==> src/rtl/ex_muldiv_unit_pkg.sv <==
// rtl/ex_muldiv_unit_pkg.sv - shared encodings for the RV32M multiply/divide unit
// Purpose: funct3 operation codes, M-extension funct7, FSM state type and
//          operand-signedness helpers shared by the EX-stage mul/div unit.
package ex_muldiv_unit_pkg;

  localparam int DATA_WIDTH = 32;

  localparam logic [2:0] MD_MUL    = 3'b000;
  localparam logic [2:0] MD_MULH   = 3'b001;
  localparam logic [2:0] MD_MULHSU = 3'b010;
  localparam logic [2:0] MD_MULHU  = 3'b011;
  localparam logic [2:0] MD_DIV    = 3'b100;
  localparam logic [2:0] MD_DIVU   = 3'b101;
  localparam logic [2:0] MD_REM    = 3'b110;
  localparam logic [2:0] MD_REMU   = 3'b111;

  // funct7 that marks an OP-class instruction as M-extension (used by decode)
  localparam logic [6:0] MD_FUNCT7 = 7'b0000001;

  typedef enum logic [1:0] {
    MD_IDLE = 2'd0,
    MD_BUSY = 2'd1,
    MD_DONE = 2'd2
  } md_state_e;

  // rs1 is treated as signed for MULH, MULHSU, DIV and REM
  function automatic logic md_src1_signed(input logic [2:0] f);
    return (f == MD_MULH) || (f == MD_MULHSU) || (f == MD_DIV) || (f == MD_REM);
  endfunction

  // rs2 is treated as signed for MULH, DIV and REM
  function automatic logic md_src2_signed(input logic [2:0] f);
    return (f == MD_MULH) || (f == MD_DIV) || (f == MD_REM);
  endfunction

endpackage

==> src/rtl/muldiv_iter_core.sv <==
// rtl/muldiv_iter_core.sv - one-bit-per-cycle shift-add / restoring-divide datapath
// Purpose: holds the product accumulator, partial remainder, operand B and the
//          iteration counter; advances one bit per i_step.
// Ports:   clk, rst      clock and synchronous active-high reset
//          i_load        capture magnitudes i_a/i_b, clear remainder and counter
//          i_step        perform one iteration (multiply or divide per i_div)
//          i_clear       clear the iteration counter (abort)
//          i_div         1 = restoring divide, 0 = shift-add multiply
//          o_acc         product (mul) / quotient in low half (div)
//          o_rem         remainder (div)
//          o_last        counter is on the final iteration
module muldiv_iter_core #(
  parameter int XLEN = 32
) (
  input  logic              clk,
  input  logic              rst,
  input  logic              i_load,
  input  logic              i_step,
  input  logic              i_clear,
  input  logic              i_div,
  input  logic [XLEN-1:0]   i_a,
  input  logic [XLEN-1:0]   i_b,
  output logic [2*XLEN-1:0] o_acc,
  output logic [XLEN-1:0]   o_rem,
  output logic              o_last
);

  localparam int CW = $clog2(XLEN);

  logic [2*XLEN-1:0] r_acc;
  logic [XLEN-1:0]   r_rem;
  logic [XLEN-1:0]   r_b;
  logic [CW-1:0]     r_count;

  logic [XLEN:0]     w_mul_sum;
  logic [XLEN:0]     w_rem_sh;
  logic              w_ge;
  logic [XLEN-1:0]   w_rem_sub;

  always_comb begin
    // multiply: add multiplicand into the upper half when the multiplier LSB is set,
    // keeping the carry so it shifts down into the accumulator
    w_mul_sum = {1'b0, r_acc[2*XLEN-1:XLEN]} + (r_acc[0] ? {1'b0, r_b} : {(XLEN+1){1'b0}});
    // divide: the dividend lives in r_acc low half and shifts out MSB-first
    w_rem_sh  = {r_rem, r_acc[XLEN-1]};
    w_ge      = (w_rem_sh >= {1'b0, r_b});
    // modulo-XLEN subtract is exact here because the true difference is below r_b
    w_rem_sub = w_rem_sh[XLEN-1:0] - r_b;
  end

  always_ff @(posedge clk) begin
    if (rst) begin
      r_acc   <= '0;
      r_rem   <= '0;
      r_b     <= '0;
      r_count <= '0;
    end else if (i_load) begin
      r_acc   <= {{XLEN{1'b0}}, i_a};
      r_rem   <= '0;
      r_b     <= i_b;
      r_count <= '0;
    end else if (i_clear) begin
      r_count <= '0;
    end else if (i_step) begin
      r_count <= r_count + 1'b1;
      if (i_div) begin
        r_rem <= w_ge ? w_rem_sub : w_rem_sh[XLEN-1:0];
        r_acc <= {{XLEN{1'b0}}, r_acc[XLEN-2:0], w_ge};
      end else begin
        r_acc <= {w_mul_sum, r_acc[XLEN-1:1]};
      end
    end
  end

  assign o_acc  = r_acc;
  assign o_rem  = r_rem;
  assign o_last = (r_count == {CW{1'b1}});

endmodule

==> src/rtl/ex_muldiv_unit.sv <==
// rtl/ex_muldiv_unit.sv - iterative RV32M multiply/divide unit for the EX stage
// Purpose: FSM, operand conditioning, fast-path detection, sign fix and output mux.
// Ports:   clk, rst       clock and synchronous active-high reset
//          MD_Start       valid M-extension instruction in EX
//          MD_Funct3      operation select
//          MD_Src1/Src2   forwarded rs1/rs2
//          MD_Kill        abort current operation
//          MD_Hold        downstream stall; freezes DONE
//          MD_Stall       stall request to PC/IF/ID/EX
//          MD_Valid       MD_Result valid this cycle
//          MD_Result      rd write value
module ex_muldiv_unit
  import ex_muldiv_unit_pkg::*;
#(
  parameter int XLEN = DATA_WIDTH
) (
  input  logic            clk,
  input  logic            rst,
  input  logic            MD_Start,
  input  logic [2:0]      MD_Funct3,
  input  logic [XLEN-1:0] MD_Src1,
  input  logic [XLEN-1:0] MD_Src2,
  input  logic            MD_Kill,
  input  logic            MD_Hold,
  output logic            MD_Stall,
  output logic            MD_Valid,
  output logic [XLEN-1:0] MD_Result
);

  localparam logic [XLEN-1:0] MIN_NEG = {1'b1, {(XLEN-1){1'b0}}};

  md_state_e         r_state, w_next;
  logic [2:0]        r_funct3;
  logic              r_neg_res, r_neg_rem;
  logic              r_fast;
  logic [XLEN-1:0]   r_fast_val;
  logic [XLEN-1:0]   r_result;

  logic              w_accept;
  logic              w_src1_neg, w_src2_neg;
  logic [XLEN-1:0]   w_a_mag, w_b_mag;
  logic              w_div0, w_ovf, w_fast;
  logic [XLEN-1:0]   w_fast_val;
  logic [2*XLEN-1:0] w_acc, w_prod;
  logic [XLEN-1:0]   w_rem_mag, w_quot, w_rem, w_final;
  logic              w_last;

  // operand conditioning and fast-path detection on the accepted instruction
  always_comb begin
    w_src1_neg = md_src1_signed(MD_Funct3) & MD_Src1[XLEN-1];
    w_src2_neg = md_src2_signed(MD_Funct3) & MD_Src2[XLEN-1];
    w_a_mag    = w_src1_neg ? -MD_Src1 : MD_Src1;
    w_b_mag    = w_src2_neg ? -MD_Src2 : MD_Src2;
    w_div0     = MD_Funct3[2] & (MD_Src2 == '0);
    w_ovf      = ((MD_Funct3 == MD_DIV) || (MD_Funct3 == MD_REM)) &
                 (MD_Src1 == MIN_NEG) & (MD_Src2 == '1);
    w_fast     = w_div0 | w_ovf;
    // funct3[1] separates REM* from DIV*
    if (w_div0) w_fast_val = MD_Funct3[1] ? MD_Src1 : '1;
    else        w_fast_val = MD_Funct3[1] ? '0 : MIN_NEG;
  end

  assign w_accept = (r_state == MD_IDLE) & MD_Start & ~MD_Kill;
  assign MD_Stall = w_accept | (r_state == MD_BUSY);
  assign MD_Valid = (r_state == MD_DONE);

  always_comb begin
    w_next = r_state;
    case (r_state)
      MD_IDLE: if (w_accept) w_next = w_fast ? MD_DONE : MD_BUSY;
      MD_BUSY: if (w_last)   w_next = MD_DONE;
      MD_DONE: if (!MD_Hold) w_next = MD_IDLE;
      default: w_next = MD_IDLE;
    endcase
    if (MD_Kill) w_next = MD_IDLE;
  end

  always_ff @(posedge clk) begin
    if (rst) r_state <= MD_IDLE;
    else     r_state <= w_next;
  end

  always_ff @(posedge clk) begin
    if (rst) begin
      r_funct3   <= '0;
      r_neg_res  <= 1'b0;
      r_neg_rem  <= 1'b0;
      r_fast     <= 1'b0;
      r_fast_val <= '0;
    end else if (w_accept) begin
      r_funct3   <= MD_Funct3;
      r_neg_res  <= w_src1_neg ^ w_src2_neg;
      r_neg_rem  <= w_src1_neg;
      r_fast     <= w_fast;
      r_fast_val <= w_fast_val;
    end
  end

  muldiv_iter_core #(.XLEN(XLEN)) u_core (
    .clk     (clk),
    .rst     (rst),
    .i_load  (w_accept),
    .i_step  (r_state == MD_BUSY),
    .i_clear (MD_Kill),
    .i_div   (r_funct3[2]),
    .i_a     (w_a_mag),
    .i_b     (w_b_mag),
    .o_acc   (w_acc),
    .o_rem   (w_rem_mag),
    .o_last  (w_last)
  );

  // sign fix and result select; only meaningful while in DONE
  always_comb begin
    w_prod = r_neg_res ? -w_acc : w_acc;
    w_quot = r_neg_res ? -w_acc[XLEN-1:0] : w_acc[XLEN-1:0];
    w_rem  = r_neg_rem ? -w_rem_mag : w_rem_mag;
    case (r_funct3)
      MD_MUL:                      w_final = w_prod[XLEN-1:0];
      MD_MULH, MD_MULHSU, MD_MULHU: w_final = w_prod[2*XLEN-1:XLEN];
      MD_DIV, MD_DIVU:             w_final = w_quot;
      default:                     w_final = w_rem;
    endcase
    if (r_fast) w_final = r_fast_val;
  end

  // keep the last delivered value visible once DONE is left
  always_ff @(posedge clk) begin
    if (rst)                     r_result <= '0;
    else if (r_state == MD_DONE) r_result <= w_final;
  end

  assign MD_Result = MD_Valid ? w_final : r_result;

endmodule
==> config.mk <==
export PLATFORM = sky130hd
export DESIGN_NAME = ex_muldiv_unit
export DESIGN_NICKNAME = d
export VERILOG_FILES = /design/src/rtl/ex_muldiv_unit_pkg.sv /design/src/rtl/muldiv_iter_core.sv /design/src/rtl/ex_muldiv_unit.sv
export SDC_FILE = /design/constraint.sdc
export NUM_CORES = 1
export LEC_CHECK = 0
export CAP_MARGIN = 20
export CELL_PAD_IN_SITES_DETAIL_PLACEMENT = 1
export CELL_PAD_IN_SITES_GLOBAL_PLACEMENT = 2
export CORE_AREA = 4 4 216 218
export DETAILED_ROUTE_END_ITERATION = 8
export DIE_AREA = 0 0 220 222
export PLACE_DENSITY = 0.85
export RECOVER_POWER = 25
export REMOVE_ABC_BUFFERS = 1
export SYNTH_ARGS = -nofsm -noshare
export SYNTH_HDL_FRONTEND = slang
export SYNTH_HIERARCHICAL = 1
export SYNTH_SLANG_ARGS = --single-unit
==> constraint.sdc <==
create_clock -name clk -period 5 [get_ports clk]
set_input_delay 1 -clock clk [delete_from_list [all_inputs] [get_ports clk]]
set_output_delay 1 -clock clk [all_outputs]
set_load 0.01 [all_outputs]
# Word-level counts from Yosys, hierarchy flattened
# Index checks and enable logic that the tools add are counted.
# word_totals
in_bits,72
mem_bits_rw,0
out_inout_bits,34
reg_bits,205
rom_bits,0
n_memories,0
latchBits,0
wordCells,91
# op_classes
reduce_logical,19
muxes,22
n_addsub,8
n_shift,0
div_mod_pow,0
order_cmp,1
n_bitwise,11
n_eq_ne,18
multipliers,0
# ops
operator,count
two-way mux 32 bit,14
two-way mux 64 bit,2
negator 32 bit,4
case mux 32 bit (3 select lines),1
equality test 32 bit (second input constant),2
negator 64 bit,1
adder 32 x 32 -> 33 bit,1
>= comparator 33 x 32 -> 1 bit,1
zero test 32 bit,1
subtractor 32 bit,1
equality test 3 bit (second input constant),4
equality test 3 x 2 -> 1 bit (second input constant),3
two-way mux 2 bit,4
bitwise AND 1 bit,7
equality test 3 x 1 -> 1 bit (second input constant),2
logical OR 1 bit,6
inequality test 2 bit (second input constant),3
case mux 2 bit (3 select lines),1
AND reduction 3 bit,2
OR reduction 2 bit,3
OR reduction 3 bit,2
adder 5 x 1 -> 5 bit (second input constant),1
equality test 5 bit (second input constant),1
AND reduction 2 bit,2
other kinds (9),10

# Depth between registers and ports, before layout
# Gate-level depths: netlist of the first run.
# depth
word_depth,8
depth_mapped,14
ltp_nobuf,13

# Modules after synthesis
# Netlist of the first run, hierarchy kept.
# modules_own_cells
module,seq_area_each_um2,cells_each,instances,area_per_inst_um2
muldiv_iter_core,2662.6,1186,1,9215.1
ex_muldiv_unit,1441.4,1109,1,7673.6

# Worst setup path after synthesis of the first run
# Ideal clock, no wire load.
# synth_path
path_type,reg2out
start,register u_core.r_rem[17] (netlist: u_core/o_rem[17])
end,output MD_Result[29]
t_arrival_ps,2578
t_required_ps,4000
stages_incl_launch_ff,9
setup_slack_ps,1422
n_path_buf,1
path_cell_list,dfxtp_1 or4_4 or4_1 buf_2 nor4_1 mux2i_1 a211oi_1 o221a_2 nor2_1
# synth_between
elab_chain_len,5
# synth_lines
item,line,source
start: declaration,muldiv_iter_core.sv:31,logic [XLEN-1:0] r_rem;
start signal: assignment,muldiv_iter_core.sv:67,r_rem <= w_ge ? w_rem_sub : w_rem_sh[XLEN-1:0];
negator 32 bit,ex_muldiv_unit.sv:117,w_rem = r_neg_rem ? -w_rem_mag : w_rem_mag;
two-way mux 32 bit,ex_muldiv_unit.sv:117,
case mux 32 bit (3 select lines),ex_muldiv_unit.sv:118,case (r_funct3)
two-way mux 32 bit,ex_muldiv_unit.sv:124,if (r_fast) w_final = r_fast_val;
two-way mux 32 bit,n/a,
end: declaration,ex_muldiv_unit.sv:27,output logic [XLEN-1:0] MD_Result
# No other way between the ends.

# Worst setup path in the final report of the first run
# layout_path
start,register u_core.r_rem[17] (netlist: u_core/o_rem[17])
end,output MD_Result[26]
# The elaborated chain is that of the path after synthesis.

==> results of run 1 <==
[cells by family after synthesis]
| family | after synthesis |
|---|---|
| AOI/OAI and AO/OA | 683 |
| DFF | 205 |
| muxes | 80 |
| adders and majority gates | 73 |
| buffers and inverters | 216 |
| and+or+nand+nor | 874 |
| xor gates and xnor gates | 164 |
[final cells by class]
| type | count | area, sq um |
|---|---|---|
| Antenna cell | 3 | 7.51 |
| Timing Repair Buffer | 175 | 1570 |
| Clock buffer | 37 | 773 |
| Fill cell | 5537 | 25300 |
| Tap cell | 600 | 751 |
| Inverter | 77 | 290 |
| Sequential cell | 205 | 4110 |
| Clock inverter | 11 | 114 |
| Multi-Input combinational cell | 1874 | 12000 |
[state kept, by name (all words and copies together), names as in the netlist]
| signal | cells |
|---|---|
| r_fast | 1 |
| u_core/r_count | 5 |
| u_core/o_acc | 64 |
| r_fast_val | 32 |
| u_core/r_b | 32 |
| r_funct3 | 3 |
| r_neg_res | 1 |
| u_core/o_rem | 32 |
| r_state | 2 |
| r_neg_rem | 1 |
| r_result | 32 |
[worst max-delay path by stage]
stage	cells past startpoint	to
2_1_floorplan	6	u_core/o_acc[63]
3_3_place_gp	7	MD_Result[1]
3_5_place_dp	7	MD_Result[1]
4_1_cts	8	MD_Result[17]
5_1_grt	9	MD_Result[17]
6_report	7	MD_Result[26]
[worst max-delay path, stage by stage (launching register included)]
cell	delay [ns]
dfxtp_1	0.38
or4_1	0.61
or4_4	0.62
nor4_1	0.39
mux2_2	0.38
a221oi_1	0.28
a21oi_1	0.14
clkdlybuf4s50_1	0.51
[stage by stage]
stage	cells	TNS, ns	setup WS, ns	power, uW
floorplan	2156	-28.43	-0.775	2470
global placement	2927	0	0.560	2940
detailed placement	2927	0	0.536	2960
CTS	2977	0	0.00934	4960
global route	2979	0	0.000651	5150
finish	2982	0	0.138	4940
[cell usage in the layout, fill, tap and decap left out, types with 40 or more instances in the layout]
master and count:
clkdlybuf4s50_1 103, xnor2_1 87, ha_1 71, a21oi_1 168, a211oi_1 44, o21ai_0 180, nor3_1 68, inv_1 74
xor2_1 77, nand2_1 204, nor2_1 249, and2_1 42, a21o_1 44, dfxtp_1 204, buf_4 68, mux2i_1 77
nand3_1 40, nor2b_1 56, a31oi_1 40
[routing by layer]
| metal | vias up | routed length (um) |
|---|---|---|
| met1 | 8859 | 31200 |
| met4 | 2 | 2520 |
| met5 | - | 13 |
| met2 | 462 | 33900 |
| met3 | 121 | 3180 |
| li1 | 8470 | - |
[power by group through the flow]
| stage | clock (uW) | combinational [uW] | sequential [uW] |
|---|---|---|---|
| floorplan | 0 | 702 | 1760 |
| global placement | 0 | 1170 | 1780 |
| detailed placement | 0 | 1180 | 1780 |
| CTS | 2020 | 1190 | 1750 |
| global route | 2080 | 1320 | 1750 |
| finish | 1970 | 1220 | 1750 |
[timing repair]
action,CTS,global route
resized for setup,7,8
pin swaps,1,1
buffers inserted,2,2
endpoints found under the setup margin,11,12
==> out/results.ini, run 1 <==
[timing]
fin_crit_ns = 4.86
rsz0062_at_grt = false
fmax_mhz = 206
final_hold_viol_count = 0
relSlewSlack = 0.166
fin_skew_ns = 0.0117
timing.final.crit_share = 0.972
finalSetupViolations = 0
finalMaxSlewViolations = 0
worst_pin_slew_ns = 1.25
holdWs_ns = 0.447

[route]
drc = 0
viasPerCell = 6.01
dr.pass1.iters = 5
num_vias = 17900
wirelength_um = 70800
ant_nets = 0
drtIter0Drc = 1302
post_drt_wl_per_cell_um = 23.7

[clock_tree]
cts_htree_levels = 1
worstSkewPairLatency_ns = 0.56
cts_hold_buf = 0
cts_buffers = 27
cts-root-buf = clkbuf_16
clock_sinks = 205
cts.path.max_buffers = 3
cts.clk_slew.worst_paths_ns = 0.06
cts_tree = yes

[global_routing]
met2_usage = 0.482
track_usage = 0.281
grt_max_degree = 61
met1_usage = 0.366
antenna_found_initial = 3
met3_usage = 0.0348
grt_pass1_vias = 18200
grt-busiest-layer = met2
overflow = 0
grt_pass1_wl_um = 109000

[yosys]
synth.avg_cell_area_sq_um = 7.36
synth_fa_ha_area_frac = 0.0550
ys_async_sr_fraction = 0
synth_top_family_by_area = compound AO/OA/AOI/OAI gates
netlist.top_cell.by_area = dfxtp_1
synth_xor_area_frac = 0.0850
ys_seq_area_frac = 0.243
synth_ff_type = dfxtp_1
ys_top_cells_by_area = dfxtp_1 (24%), nor2_1 (5.6%), o21ai_0 (5.3%)
synth.area.mux_share = 0.0476
synth_top_area_share = 0.243
syn_inst = 2295
synth-compound-area-share = 0.262
synth_cell_types = 96
ys.warnings.count = 6
synth_edf_count = 0
synth-seq-cells = 205
netlist_area_sq_um = 16900
synthSimpleGateAreaFrac = 0.257
synth_most_common_cell = nor2_1
ys_top_cells_by_count = nor2_1 (250), dfxtp_1 (205), nand2_1 (204)

[min_path]
hold_path_startpoint = r_fast_val[14]
hold_path_class = reg2reg
worstHoldPathCells = 2
holdPathEnd = r_fast_val[14]

[floorplanning]
start_util = 0.376
dieArea_sq_um = 48800
floorplan.rows = 78
core_area_sq_um = 44900
fp.dieH_um = 222
io-pin-count = 106
die_w_um = 220

[power_and_ir_drop]
powerDensity_nw_per_um2 = 252
clkPwrFrac = 0.399
power.switching_fraction = 0.329
leakagePower_uw = 0.00762
netSwitchingPower_uw = 1620
p_comb_frac = 0.247
p_seq_frac = 0.355
p_int_uw = 3310
ir_worst_vdd_v = 0.000241

[setup_path]
r2r-end = u_core/o_acc[63]
crit_start = u_core/o_rem[17]
worstSetupPathType = reg2out
ff2ff_setup_slack_ns = 1.10
crit_required_ns = 4.00
crit_arrival_ns = 3.86
worst_setup_path_end_kind = output pin
r2r-start = u_core/o_acc[0]
cp-start-kind = register
critPathMaxFanout = 12
r2r_cells = 14

[run]
cap_violations = 0

[final_layout]
drive_above_1_share = 0.0694
synthToLayoutAreaGrowth_pct = 16.2
nets = 2505
fin_area_sq_um = 19600
final_util = 0.437

[placement]
dpl.hpwl_um = 54500
routabilityCongestion = 1.04
port_buffers = 105
dpl_cell_area_sq_um = 18600

[run_status]
status = finished, final reports clean

No activity file was read; power rests on OpenSTA's default activity.
==> run 2: changes to the inputs <==
- CORE_AREA: 4 4 216 218 -> 4 4 278 171
- CTS_CLUSTER_SIZE: default -> 24
- DIE_AREA: 0 0 220 222 -> 0 0 282 175
- PLACE_DENSITY: 0.85 -> 0.84
==> run 2 against run 1 <==
Net effect: design area up 0.53%; worst hold slack gained 0.0016 ns; setup slack worse by 0.067 ns; core utilization rose by 0.45 points; via count is 1.9% higher; sequential share of layout area decreased by 0.11 points; register-to-register slack got worse by 0.21 ns; combinational power is 4% higher.
==> out/results.ini, run 2 (same netlist as run 1, synthesis figures left out) <==
[timing]
finalMaxSlewViolations = 0
worst_pin_slew_ns = 1.36
fmax_mhz = 203
fin_skew_ns = 0.0306
holdWs_ns = 0.449
rsz0062_at_grt = true
relSlewSlack = 0.0913
final_hold_viol_count = 0
fin_crit_ns = 4.93
finalSetupViolations = 0
timing.final.crit_share = 0.986

[clock_tree]
cts_hold_buf = 0
worstSkewPairLatency_ns = 0.57
cts_buffers = 25
cts.path.max_buffers = 3
cts-root-buf = clkbuf_16
clock_sinks = 205
cts_htree_levels = 1
cts.clk_slew.worst_paths_ns = 0.06
cts_tree = yes

[setup_path]
crit_top_cell = buf_4
crit_required_ns = 4.00
critPathMaxFanout = 10
crit_family = simple AND/OR/NAND/NOR gates
cpPeakStageDelay_ns = 0.60
cp-start-kind = register
r2r_cells = 14
cp_slowest_cell = or4_1
crit_arrival_ns = 3.93
path_cells = or4_1 > nor4_1 > buf_4 > nand3_2 > o41ai_1 > buf_4 > xor2_1 > o221a_2 > nor2_1 > clkdlybuf4s50_1
cp_num_cells = 10
crit_buf_inv = 3
worstSetupPathType = reg2out
worst_setup_path_end_kind = output pin

[final_layout]
fin_area_sq_um = 19700
drive_above_1_share = 0.0757
layout.cells.non_filler = 2981
nets = 2519
largest_reg_flops = 64
layout_common_cells = nor2_1 (249), nand2_1 (204), dfxtp_1 (204)
final_util = 0.442
mostFrequentLayoutCell = nor2_1
synthToLayoutAreaGrowth_pct = 16.8

[placement]
port_buffers = 105
dp.cells = 2935
dpl.hpwl_um = 56500
routabilityCongestion = 0.954
dpl_cell_area_sq_um = 18800

[route]
wirelength_um = 73200
num_vias = 18200
ant_nets = 0
dr.pass1.iters = 5
post_drt_wl_per_cell_um = 24.6
viasPerCell = 6.12
drtIter0Drc = 1362
drc = 0

[global_routing]
grt_pass1_vias = 18000
grt_pass1_wl_um = 112000
grt-busiest-layer = met1
grt_max_degree = 66
met1_usage = 0.452
overflow = 0
met3_usage = 0.0596
met2_usage = 0.401
antenna_found_initial = 1
track_usage = 0.287

[floorplanning]
fp.dieH_um = 175
floorplan.rows = 60
dieArea_sq_um = 49400
io-pin-count = 106
die_w_um = 282
start_util = 0.378
core_area_sq_um = 44700

[power_and_ir_drop]
p_seq_frac = 0.344
leakagePower_uw = 0.00771
power.switching_fraction = 0.333
clkPwrFrac = 0.406
power.total_uw = 5070
powerDensity_nw_per_um2 = 257
netSwitchingPower_uw = 1690
ir_worst_vdd_v = 0.000213
p_int_uw = 3390
p_comb_frac = 0.250

[run]
cap_violations = 0

[min_path]
hold_path_class = reg2reg
worstHoldPathCells = 2

[run_status]
status = finished, final reports clean

==> run 2: cell types whose count changed in the layout (fill, tap and decap cells not counted), moves of 2 or more <==
cell / before / now
clkbuf_2: 2 / 0
clkbuf_16: 27 / 25
diode_2: 3 / 1
or4_1: 21 / 19
buf_4: 68 / 86
bufinv_16: 2 / 5
or4_4: 2 / 4
clkbuf_1: 5 / 2
==> run 2: cell type report <==
cell class / count / area [sq um]
fillers: 5529 / 24900
multi-input cells: 1874 / 12000
flip-flops and latches: 205 / 4110
repair buffers: 191 / 1690
well taps: 589 / 737
clock buffers: 31 / 698
inverters: 77 / 290
clock inverters: 13 / 195
diodes: 1 / 2.50
==> run 2: worst paths after layout <==
| path | startpoint | end | slack (ns) |
|---|---|---|---|
| max reg2reg | u_core/o_acc[0] | u_core/o_acc[63] | 0.89 |
| min | r_fast_val[20] | r_fast_val[20] | 0.45 |
| max | u_core/o_acc[36] | MD_Result[29] | 0.07 |
| min reg2reg | r_fast_val[20] | r_fast_val[20] | 0.45 |
==> run 2: routing by layer <==
metal,share of wire,vias to the layer above
met5,0,-
met4,0.017,0
met3,0.068,60
met2,0.40,516
met1,0.52,9161
li1,-,8510
==> run 2: timing repair <==
| action | 4_1_cts | 5_1_grt |
|---|---|---|
| endpoints found under the setup margin | 8 | 11 |
| buffers inserted | 1 | 0 |
| cloned | 0 | 0 |
| gates resized for setup | 3 | 11 |
| pin swaps | 1 | 1 |
==> run 2: worst register-to-register path, cell delays in order (launching register included) <==
cell and delay, ns:
dfxtp_1 0.36, buf_4 0.34, and2_1 0.24, ha_1 0.26, inv_1 0.08, fa_1 0.40, nand2b_1 0.18, a21oi_1 0.29
o2111ai_1 0.27, o22a_1 0.32, a31o_2 0.30, o21bai_1 0.25, nand2b_1 0.15, nor3b_1 0.18, o41ai_1 0.35
==> run 2: stage by stage <==
stage | TNS, ns | worst slack, ns
2_1_floorplan | -28.43 | -0.775
3_3_place_gp | 0 | 0.534
3_5_place_dp | 0 | 0.482
4_1_cts | 0 | 0.0671
5_1_grt | -0.0607 | -0.0279
6_report | 0 | 0.0705
==> run 2: power groups by stage <==
stage	Sequential (uW)	Clock, uW	Combinational [uW]
final	1740	2060	1270
after global routing	1750	2160	1370
after CTS	1740	2100	1230
after detailed placement	1780	0	1220
after global placement	1770	0	1200
after floorplan	1760	0	702
==> run 3: changes to the inputs <==
- HOLD_SLACK_MARGIN: default -> 0.05
==> results of run 3 <==
No change in the layout: final DEF, timing and power equal those of run 2.
